## config.mk

```make
export PLATFORM = sky130hd
export DESIGN_NAME = btn_debounce
export DESIGN_NICKNAME = d
export VERILOG_FILES = /design/src/rtl/btn_debounce.sv
export SDC_FILE = /design/constraint.sdc
export NUM_CORES = 1
export LEC_CHECK = 0
export BUFFER_PORTS_ARGS = -buffer_cell sky130_fd_sc_hd__buf_2
export CORE_UTILIZATION = 57
export DETAILED_ROUTE_END_ITERATION = 8
export HOLD_SLACK_MARGIN = 0.05
export PLACE_DENSITY = 0.87
export SLEW_MARGIN = 10
export SYNTH_ARGS = -nofsm -noshare
export SYNTH_HDL_FRONTEND = slang
export SYNTH_SLANG_ARGS = --single-unit
```

## constraint.sdc

```tcl
create_clock -name clk -period 3.2 [get_ports clk]
set_input_delay 0.32 -clock clk [delete_from_list [all_inputs] [get_ports clk]]
set_output_delay 0.32 -clock clk [all_outputs]
set_load 0.02 [all_outputs]
```

## src/rtl/btn_debounce.sv

```systemverilog
// Per-channel push-button conditioner: 2-FF synchroniser followed by a
// stability-counter FSM giving a debounced level and one-cycle press/release strobes.
`timescale 1ns/1ps
module btn_debounce #(
    parameter int C_NUM_BTN        = 4,
    parameter int C_DEBOUNCE_COUNT = 1_000_000
) (
    input  logic                   clk,
    input  logic                   btnC,
    input  logic [C_NUM_BTN-1:0]   btn_in,
    output logic [C_NUM_BTN-1:0]   btn_level,
    output logic [C_NUM_BTN-1:0]   btn_press,
    output logic [C_NUM_BTN-1:0]   btn_release,
    // 2 bits per channel: 0 IDLE_LOW, 1 WAIT_HIGH, 2 IDLE_HIGH, 3 WAIT_LOW
    output logic [2*C_NUM_BTN-1:0] dbg_state
);

    localparam int            CW      = $clog2(C_DEBOUNCE_COUNT);
    localparam logic [CW-1:0] CNT_MAX = CW'(C_DEBOUNCE_COUNT - 1);

    typedef enum logic [1:0] {
        IDLE_LOW  = 2'd0,
        WAIT_HIGH = 2'd1,
        IDLE_HIGH = 2'd2,
        WAIT_LOW  = 2'd3
    } state_t;

    logic [C_NUM_BTN-1:0] s1;
    logic [C_NUM_BTN-1:0] s;

    // The only flops that ever sample the asynchronous button pins.
    always_ff @(posedge clk) begin
        if (btnC) begin
            s1 <= '0;
            s  <= '0;
        end else begin
            s1 <= btn_in;
            s  <= s1;
        end
    end

    for (genvar i = 0; i < C_NUM_BTN; i++) begin : g_ch
        state_t        state;
        state_t        state_nxt;
        logic [CW-1:0] cnt;
        logic [CW-1:0] cnt_nxt;
        logic          press_q;
        logic          press_nxt;
        logic          release_q;
        logic          release_nxt;

        always_ff @(posedge clk) begin
            if (btnC) begin
                state     <= IDLE_LOW;
                cnt       <= '0;
                press_q   <= 1'b0;
                release_q <= 1'b0;
            end else begin
                state     <= state_nxt;
                cnt       <= cnt_nxt;
                press_q   <= press_nxt;
                release_q <= release_nxt;
            end
        end

        // Counter restarts on every WAIT entry, so a glitch must be absent
        // for a full window before it is forgiven and re-timed.
        always_comb begin
            state_nxt   = state;
            cnt_nxt     = cnt;
            press_nxt   = 1'b0;
            release_nxt = 1'b0;
            case (state)
                IDLE_LOW: begin
                    if (s[i]) begin
                        state_nxt = WAIT_HIGH;
                        cnt_nxt   = '0;
                    end
                end
                WAIT_HIGH: begin
                    if (!s[i]) begin
                        state_nxt = IDLE_LOW;
                        cnt_nxt   = '0;
                    end else if (cnt == CNT_MAX) begin
                        state_nxt = IDLE_HIGH;
                        press_nxt = 1'b1;
                        cnt_nxt   = '0;
                    end else begin
                        cnt_nxt = cnt + CW'(1);
                    end
                end
                IDLE_HIGH: begin
                    if (!s[i]) begin
                        state_nxt = WAIT_LOW;
                        cnt_nxt   = '0;
                    end
                end
                WAIT_LOW: begin
                    if (s[i]) begin
                        state_nxt = IDLE_HIGH;
                        cnt_nxt   = '0;
                    end else if (cnt == CNT_MAX) begin
                        state_nxt   = IDLE_LOW;
                        release_nxt = 1'b1;
                        cnt_nxt     = '0;
                    end else begin
                        cnt_nxt = cnt + CW'(1);
                    end
                end
                default: begin
                    state_nxt = IDLE_LOW;
                    cnt_nxt   = '0;
                end
            endcase
        end

        // Level is decoded from the state register, so it keeps its old
        // value while a change is still being qualified.
        assign btn_level[i]        = (state == IDLE_HIGH) || (state == WAIT_LOW);
        assign btn_press[i]        = press_q;
        assign btn_release[i]      = release_q;
        assign dbg_state[2*i +: 2] = state;
    end

endmodule

```

[Word level (Yosys, flattened, before mapping)]
Index checks and enable logic that the tools add are counted.
Storage, ports and cells
  register bits: 104
  input bits: 6
Cells by class
  reductions and logical operators: 24
  mux-type cells: 56
  bitwise gates (word level): 12
  equality and inequality tests: 32
  add/subtract/negate cells: 4
Operator list (number)
  two-way mux 20 bit: 20
  case mux 20 bit (4 select lines): 4
  adder 20 x 1 -> 20 bit, second input constant: 4
  == test 20 bit, second input constant: 4
  two-way mux 2 bit: 24
  case mux 2 bit (4 select lines): 4
  inequality test 3 bit, second input constant: 8
  OR reduction 3 bit: 8
  == test 2 bit, second input constant: 8
  inequality test 2 bit, second input constant: 8
  AND reduction 4 bit: 4
  NOT 1 bit: 12
  == test 2 x 1 -> 1 bit, second input constant: 4
  logical NOT 2 bit: 4
  AND reduction 2 bit: 4
  logical OR 1 bit: 4
  two-way mux 1 bit: 4

[Logic depth before layout (Yosys ltp)]
  depth after elaboration: 4
  depth in mapped cells: 8
  depth with buffers taken out: 6

[Least setup slack after synthesis]
Ideal clock, no wire load.
  kind: reg-to-reg
  start point: register g_ch[2].cnt[0]
  end point: register g_ch[2].cnt[5]
  buffers on the path: 1
  arrival time: 1.749 ns
  setup slack: 1.334 ns
  cell stages (with the launch flop): 8
  cells stage by stage: dfxtp_1 > ha_1 > nand3_1 > nor4_4 > a211oi_4 > buf_6 > a21o_1 > a22o_1
On the way
  cells in the longest elaborated chain, start to end: 4
RTL lines
  from (decl): RTL line 45  | logic [CW-1:0] cnt;
  from (signal assigned): RTL line 60  | cnt <= cnt_nxt;
  adder 20 x 1 -> 20 bit or == test 20 bit (tied branches)
  two-way mux 20 bit (*): RTL line 84, 102
  two-way mux 20 bit (on tied branches): RTL line 99, 81
  case mux 20 bit (4 select lines) (*): RTL line 73  | case (state)
Mark *: on every way between the ends. The rest lies on a longest branch, timed or not.
A chain may end at the register's enable or synchronous reset.

==> flow_summary_export.csv <==
group,metric,value,unit
run_status,status,"completed",
timing,fin_skew,0.0150,ns
drt,wirelength,10700,µm
global_routing,antenna_found_initial,0,
power_and_ir_drop,power.density,417,nW/µm²
global_routing,grt_max_degree,35,
die,rows,34,
place,dp_cells,715,
timing,tns,0,ns
place,routabilityCongestion,0.913,
drt,wl_met1,4970,µm
clock_network,clkSinkCount,104,
power_and_ir_drop,peakVddDrop,0.276,mV
logic_synthesis,syn-num-nets,618,
logic_synthesis,synth_area_per_cell,8.44,µm²
timing,rsz0062_at_grt,"no",
power_and_ir_drop,p_switching,514,µW
logic_synthesis,synthFlopType,"dfxtp_1",
die,die_y,96.9,µm
power_and_ir_drop,power.total,2.28,mW
logic_synthesis,synth_top_area_cell,"dfxtp_1",
timing,max_freq,0.431,GHz
die,io_pins,26,
clock_network,clock_tree.root_cell,"clkbuf_8",
logic_synthesis,synth_async_sr_flop_share,0,
logic_synthesis,synth_cells,608,
final_layout,n_antenna_cell,0,
clock_network,ctsResizeCount,0,
worst_setup_path,critPathMaxFanout,25,
power_and_ir_drop,combPwrFrac,0.034,
final_layout,nFillCells,719,
die,die-area,9390,µm²
die,core-area,8720,µm²
timing,slew_violations,0,
place,dp_hpwl,7270,µm
drt,wl_met2,5000,µm
logic_synthesis,synthesis.area,5130,µm²
drt,drc,0,
timing,worst_slack,0.882,ns
global_routing,grt-ovfl-total,0,
power_and_ir_drop,pwr-share-clk,0.393,
logic_synthesis,synth_edf_count,0,
logic_synthesis,synth-seq-cells,104,
drt,dr_wl_met3,492,µm
clock_network,postCtsSetupBuffers,0,
drt,drtIter0Drc,231,
worst_setup_path,ff2ff_setup_slack,0.88,ns
worst_setup_path,arrival,2.61,ns
clock_network,hold_buffers,0,
timing,hold_slack,0.160,ns
drt,dr.pass1.iters,5,
global_routing,grt_pass1_wl,18200,µm
drt,vias,4561,
power_and_ir_drop,seq_power_share,0.573,
clock_network,cts_tree,"built",
worst_hold_path,hp-class,"in2reg",
timing,setup_viol,0,
power_and_ir_drop,p_leak,1.98,nW
die,die_x,96.9,µm
place,pre_cts_ws,0.962,ns
job,drv_cap,0,
power_and_ir_drop,p_int,1.77,mW
timing,hold_violations,0,
timing,worstMarginPinSlew,1.15,ns
power_and_ir_drop,swShare,0.225,
timing,post-route-min-period,2.32,ns
worst_setup_path,startpoint_type,"flip-flop",
drt,ant_nets,0,
final_layout,drive_gt1_frac,0.105,
worst_setup_path,crit_path_end_kind,"flip-flop",
logic_synthesis,yosysSeqAreaShare,0.406,
global_routing,grt.total_usage,0.229,
logic_synthesis,yosys_warnings,0,
worst_setup_path,path_class,"reg2reg",
timing,relSlewSlack,0.230,
die,start_util,0.589,
logic_synthesis,synth_area_leaders,"dfxtp_1 (41%), nand2_1 (4.8%), a31oi_1 (4.5%)",
clock_network,clockBufferDepth,2,
timing,finalCritPeriodShare,0.724,
drt,viasPerCell,6.25,
place,port_buffers,25,
clock_network,htree_num_levels,3,
final_layout,syn2layout_area_growth,6.68,%
logic_synthesis,yosys.cell_types.count,63,
worst_setup_path,required,3.49,ns
clock_network,clock_latency,0.37,ns
drt,topRoutingLayerUsed,"met4",
drt,detail_route.wl_per_cell,14.7,µm
global_routing,grt_pass1_vias,4106,
logic_synthesis,synth_top_area_share,0.406,
final_layout,final_cells,730,
final_layout,nets,628,
clock_network,cts_buffers,9,
clock_network,clk_pin_slew_worst_paths,0.10,ns
layout make-up:
cell class	count	area [µm²]	area share
clock inverters	6	91.3	0.0167
well taps	108	135	0.0247
repair buffers	32	178	0.0324
multi-input cells	457	2810	0.514
clock buffers	9	124	0.0226
flip-flops and latches	104	2080	0.380
inverters	14	52.6	0.00960
path summary, 6_finish.rpt:
kind	startpoint	end	cells after the start
max	flip-flop	g_ch[1].cnt[5]$_SDFFE_PP0P_	5
min	btn_in[0]	s1[0]$_SDFF_PP0_	2
max reg2reg	flip-flop	g_ch[1].cnt[5]$_SDFFE_PP0P_	5
min reg2reg	s1[0]$_SDFF_PP0_	s[0]$_SDFF_PP0_	1
registers in the layout (all words and copies together) (netlist names), named ones only:
name and flops:
g_ch.cnt 80, g_ch.release_q 4, g_ch.press_q 4, s 4, s1 4, g_ch.state 4
stage by stage:
step                      utilization  instance area, µm²
after floorplan                     -                5130
after global placement          0.603                5260
after detailed placement        0.603                5260
after CTS                       0.628                5480
after global routing            0.628                5480
final                           0.628                5480
Yosys cell counts (all sizes together), types with 4 or more instances:
cell type / n
dfxtp: 104
nand2: 67
nand3: 45
a21oi: 39
nor2: 38
a31oi: 37
nand4: 23
o21ai: 22
buf: 20
nor3: 15
and3: 14
a21o: 13
clkbuf: 13
inv: 13
nor4: 12
mux2i: 10
nand2b: 10
nor4b: 10
xor2: 10
a22o: 9
nor2b: 9
and2: 8
o211ai: 6
or3: 6
xnor2: 6
a41oi: 5
ha: 4
cell usage in the layout (no fill, tap or decap), types with 3 or more instances in the layout:
cell / count
nor2b_1: 9
a31oi_1: 37
or3_1: 6
a41oi_1: 5
nand3_1: 45
nor2_1: 38
mux2i_1: 10
nand4_1: 23
nand2_1: 66
o21ai_0: 21
a21oi_1: 37
buf_4: 7
nand2b_1: 10
nor4_1: 8
dfxtp_1: 104
o31ai_1: 3
nor4b_1: 10
inv_1: 13
and4_1: 3
xor2_1: 9
nor3_1: 14
and2_1: 8
and3_1: 14
a21o_1: 13
ha_1: 4
nand3b_1: 3
xnor2_1: 6
buf_2: 25
o211ai_1: 6
clkbuf_8: 9
a22o_1: 9
or4_1: 3
nand4bb_1: 3
layer usage:
metal / global-route usage / up-vias
met5: 0 / -
met3: 0.0390 / 26
met4: 0.117 / 0
met1: 0.300 / 2136
li1: - / 2269
met2: 0.364 / 130
logic make-up after synthesis:
group	Yosys count	synth area share
compound gates	147	0.187
xor+xnor	16	0.0288
fa+ha+maj	4	0.00975
buf+inv	47	0.0463
flops	104	0.406
mux	10	0.0195
simple gates	280	0.303
power by group through the flow:
stage | logic (mW) | registers (mW) | clock network (mW)
6_report | 0.0768 | 1.31 | 0.896
5_1_grt | 0.0837 | 1.31 | 0.957
4_1_cts | 0.0756 | 1.31 | 0.903
3_5_place_dp | 0.0750 | 1.34 | 0
3_3_place_gp | 0.0726 | 1.34 | 0
2_1_floorplan | 0.0502 | 1.34 | 0
critical path: stages, from the launching register on:
cell     delay, ns
dfxtp_1       0.44
xor2_1        0.39
nand3_1       0.20
a21oi_2       0.76
o21ai_0       0.25
a31oi_1       0.21
No activity file was read; power rests on OpenSTA's default activity.
